===== src/rtl/stopwatch_counter.sv =====
// MM:SS BCD time-keeping stage of the stopwatch: counts 1 Hz ticks in RUN,
// holds in PAUSED, and steps the selected field at 2 Hz with a blink flag in ADJUST.
module stopwatch_counter #(
  parameter bit START_RUNNING = 1'b1
) (
  input  logic       clk,
  input  logic       rst,
  input  logic       onehz,
  input  logic       twohz,
  input  logic       pause_btn,
  input  logic       adj,
  input  logic       sel,
  output logic [3:0] min_tens,
  output logic [3:0] min_ones,
  output logic [3:0] sec_tens,
  output logic [3:0] sec_ones,
  output logic       running,
  output logic       blink,
  output logic       wrap
);

  typedef enum logic [1:0] {StRun, StPaused, StAdjust} state_e;

  localparam state_e ResetState = START_RUNNING ? StRun : StPaused;

  state_e     state_q, state_d;
  logic       resume_q, resume_d;
  logic [3:0] min_tens_q, min_tens_d;
  logic [3:0] min_ones_q, min_ones_d;
  logic [3:0] sec_tens_q, sec_tens_d;
  logic [3:0] sec_ones_q, sec_ones_d;
  logic       running_q, running_d;
  logic       blink_q, blink_d;
  logic       wrap_q, wrap_d;

  logic       sec_at_max;
  logic       min_at_max;
  logic [7:0] sec_next;
  logic [7:0] min_next;

  // Two-digit BCD increment modulo 60: {tens, ones} in, {tens, ones} out.
  function automatic logic [7:0] inc_mod60(input logic [3:0] tens, input logic [3:0] ones);
    logic [7:0] res;
    if (ones == 4'd9) begin
      if (tens == 4'd5) begin
        res = 8'h00;
      end else begin
        res = {tens + 4'd1, 4'd0};
      end
    end else begin
      res = {tens, ones + 4'd1};
    end
    return res;
  endfunction

  always_comb begin
    sec_at_max = (sec_tens_q == 4'd5) && (sec_ones_q == 4'd9);
    min_at_max = (min_tens_q == 4'd5) && (min_ones_q == 4'd9);
    sec_next   = inc_mod60(sec_tens_q, sec_ones_q);
    min_next   = inc_mod60(min_tens_q, min_ones_q);
  end

  always_comb begin
    state_d    = state_q;
    resume_d   = resume_q;
    min_tens_d = min_tens_q;
    min_ones_d = min_ones_q;
    sec_tens_d = sec_tens_q;
    sec_ones_d = sec_ones_q;
    blink_d    = blink_q;
    wrap_d     = 1'b0;

    case (state_q)
      StRun: begin
        // The tick is counted by the registered state even if adj/pause arrive now.
        if (onehz) begin
          {sec_tens_d, sec_ones_d} = sec_next;
          if (sec_at_max) begin
            {min_tens_d, min_ones_d} = min_next;
            wrap_d = min_at_max;
          end
        end
        if (adj) begin
          state_d  = StAdjust;
          resume_d = 1'b1;
        end else if (pause_btn) begin
          state_d = StPaused;
        end
      end

      StPaused: begin
        if (adj) begin
          state_d  = StAdjust;
          resume_d = 1'b0;
        end else if (pause_btn) begin
          state_d = StRun;
        end
      end

      StAdjust: begin
        if (twohz) begin
          if (sel) begin
            {min_tens_d, min_ones_d} = min_next;
          end else begin
            {sec_tens_d, sec_ones_d} = sec_next;
          end
          blink_d = ~blink_q;
        end
        if (!adj) begin
          state_d = resume_q ? StRun : StPaused;
          blink_d = 1'b1;
        end
      end

      default: begin
        state_d = ResetState;
      end
    endcase

    running_d = (state_d == StRun);
  end

  always_ff @(posedge clk) begin
    if (rst) begin
      state_q    <= ResetState;
      resume_q   <= START_RUNNING;
      min_tens_q <= 4'd0;
      min_ones_q <= 4'd0;
      sec_tens_q <= 4'd0;
      sec_ones_q <= 4'd0;
      running_q  <= START_RUNNING;
      blink_q    <= 1'b1;
      wrap_q     <= 1'b0;
    end else begin
      state_q    <= state_d;
      resume_q   <= resume_d;
      min_tens_q <= min_tens_d;
      min_ones_q <= min_ones_d;
      sec_tens_q <= sec_tens_d;
      sec_ones_q <= sec_ones_d;
      running_q  <= running_d;
      blink_q    <= blink_d;
      wrap_q     <= wrap_d;
    end
  end

  assign min_tens = min_tens_q;
  assign min_ones = min_ones_q;
  assign sec_tens = sec_tens_q;
  assign sec_ones = sec_ones_q;
  assign running  = running_q;
  assign blink    = blink_q;
  assign wrap     = wrap_q;

endmodule


===== config.mk =====
export PLATFORM = sky130hd
export DESIGN_NAME = stopwatch_counter
export DESIGN_NICKNAME = d
export VERILOG_FILES = /design/src/rtl/stopwatch_counter.sv
export SDC_FILE = /design/constraint.sdc
export NUM_CORES = 1
export LEC_CHECK = 0
export ABC_CLOCK_PERIOD_IN_PS = 1850
export CORE_ASPECT_RATIO = 1.1
export CORE_MARGIN = 1.5
export CORE_UTILIZATION = 35
export DETAILED_ROUTE_END_ITERATION = 10
export DONT_BUFFER_PORTS = 1
export PLACE_DENSITY = 0.53
export RECOVER_POWER = 25
export SKIP_CTS_REPAIR_TIMING = 1
export SLEW_MARGIN = 20
export SYNTH_ARGS = -nofsm -noshare
export SYNTH_HDL_FRONTEND = slang
export SYNTH_SLANG_ARGS = --single-unit
export TNS_END_PERCENT = 100

===== constraint.sdc =====
create_clock -name clk -period 1.85 [get_ports clk]
set_clock_uncertainty 0.15 [all_clocks]
set_input_delay 0 -clock clk [delete_from_list [all_inputs] [get_ports clk]]
set_output_delay 0 -clock clk [all_outputs]
set_load 0.005 [all_outputs]

==> reports/qor.txt <==
failing checks -> negative hold slack
n_diodes -> 0
Root Buffer Master -> clkbuf_4
via count -> 1089
Worst Setup End Kind -> flip-flop
non-filler cells in the finished layout -> 211
CP delay by family, top -> simple AND/OR/NAND/NOR gates
top-level port count -> 26
post-place setup slack -> 0.0615 ns
hold_sp -> sel
CP Launch Point -> sec_tens[1]
die width -> 59.1 um
cell taking the most area after synthesis -> dfxtp_1
Fill cells -> 339
largest net degree at the start of global routing -> 22
Synth area leaders -> dfxtp_1 (36%), nor2_1 (4.6%), a21oi_1 (4.1%)
Peak supply drop -> 223 uV
Final setup viols -> 0
Worst R2R Setup Slack -> 0.05 ns
DP Cell Count -> 201
top cell type's share of synthesized area -> 36.3%
H-Tree Level Count -> 1
WL final -> 2750 um
clock-pin transition on the worst setup and hold timing paths -> 0.13 ns
total clock buffers created by CTS -> 3
Post-Syn Area -> 1210 sq um
Clock Path Buffers -> 2
DR pass1 iterations -> 3
share of cells above drive strength 1 -> 20.9%
Initial Util -> 36.4%
vias in the first global route -> 1002
Area Overhead vs Synth -> 22.9%
post-route cell area -> 1490 sq um
die extent in y -> 64.7 um
max cap viols -> 0
Commonest cells post-synth -> dfxtp_1 (22), nor2_1 (15), a21oi_1 (10), inv_1 (10), o21ai_0 (9)
RSZ-0062 raised after global routing -> true
Post-Syn Area per Cell -> 8.60 sq um
I/O Buffers -> 0
Static Leak -> 0.548 nW
clock sinks -> 22
CTS tree -> yes
CP Cell Sequence -> nor4b_4, nand4_4, a2111oi_4, mux2_4
antenna viol nets, final -> 0
Tot GR Track Use -> 14.9%
Core Area -> 3330 sq um
Hold Path Class -> in -> reg
Final WS setup -> 0.0516 ns
grt ovf -> 0
Seq/Total Area, Yosys -> 36.3%
max-slew violation count -> 0
f_max -> 0.556 GHz
syn_nets -> 148
Slowest cell on crit path -> nor4b_4
initial antenna violation count -> 0
initial DRC count -> 30
Ys Warns -> 0
Main synth FF type -> dfxtp_1
fraction of registers with async set/reset -> 0%
critical path type -> reg -> reg
Core Util, Final -> 44.7%
Synth cell types -> 42
Site Rows -> 22
CP Buf/Inv Count -> 0
DP Wirelength -> 2060 um
status -> complete, but fails checks
vias per inst -> 5.16
worst-margin pin slew -> 0.769 ns
RePlAce Congestion -> 0.796
Tmin final -> 1.80 ns
Multi-input gate area -> 732 sq um
most frequent cell after synthesis -> dfxtp_1
DR WL/cell -> 13.0 um
startpoint types -> flip-flop
pwr dens -> 579 nW/um^2
hold_ws -> -0.117 ns
worst rel slew slack -> 48.6%
Critical Path AT -> 1.85 ns
dpl cell area -> 1380 sq um
die footprint -> 3830 sq um
fin nets -> 171
first-pass GRT wire length -> 4460 um
critical path required time -> 1.91 ns
max incr delay on CP -> 0.37 ns
#FFs+latches synth -> 22
drt drc -> 0
CP Max Fanout -> 3
number of flops mapped to enable cells by yosys -> 0
Sequential Area -> 444 sq um
Final Hold Violating Endpoints -> 8
crit share post-route -> 97.2%
worst r2r src -> sec_tens[1]
Post-Synthesis Cells -> 141
clock latency on the worst-skew pair -> 0.30 ns
-- sequential cells by signal, summed over array words and instances (netlist names) --
signal	flops
min_ones	4
min_tens	4
sec_ones	4
sec_tens	4
state_q	2
blink	1
resume_q	1
running	1
wrap	1
-- routing by layer --
layer	part of all wire, %	track usage (%)
met1	46	18.8
met2	47	23.5
met3	5.6	5.79
met4	0.73	4.26
met5	0	0
-- power breakdown --
group          internal [mW]  switching, mW
sequential             0.486         0.0111
clock                  0.120          0.139
combinational         0.0489         0.0579
-- cell type report --
class	instances	area share, %
clock buffer	4	2.43
inverter	10	2.52
multi-input combinational	105	49.1
sequential	22	29.8
tap	48	4.03
timing repair buffer	22	12.1
-- metrics by stage --
step,setup TNS (ns),total power [mW]
floorplan,0,0.575
global placement,0,0.593
detailed placement,0,0.595
CTS,0,0.859
global route,-0.00652,0.913
finish,0,0.863
-- worst reg2reg max path: cells and delay by family, from the launching register on --
kind            cells  cell delay [ns]
simple gates        2             0.53
flops               1             0.36
compound gates      1             0.34
mux                 1             0.33
-- layout by cell type (no fill, tap or decap), drive strengths merged, types with 4 or more instances in the layout --
| cell | synthesis | routed |
|---|---|---|
| a21oi | 10 | 10 |
| buf | 2 | 16 |
| clkbuf | 2 | 4 |
| dfxtp | 22 | 22 |
| dlygate4sd3 | 0 | 6 |
| inv | 10 | 10 |
| nand2 | 8 | 8 |
| nand2b | 4 | 4 |
| nand3 | 6 | 6 |
| nor2 | 15 | 15 |
| nor2b | 4 | 4 |
| o211ai | 5 | 5 |
| o21ai | 10 | 10 |
-- cell families (layout without fill, tap and decap cells) --
kind of cell / after synthesis / count (layout) / synth area share (%)
AOI/OAI and AO/OA: 38 / 38 / 22.0
muxes: 6 / 6 / 5.26
DFF: 22 / 22 / 36.3
buffers and inverters: 14 / 36 / 4.54
xor gates and xnor gates: 3 / 3 / 2.17
and+or+nand+nor: 58 / 58 / 29.7
-- final timing paths --
check,end,cells past startpoint
worst min register to register,min_ones[3],2
worst max-delay path,min_tens[3],4
worst min-delay path,min_ones[0],3
worst max register to register,min_tens[3],4
Note: power is estimated with default switching activity, not from simulation.
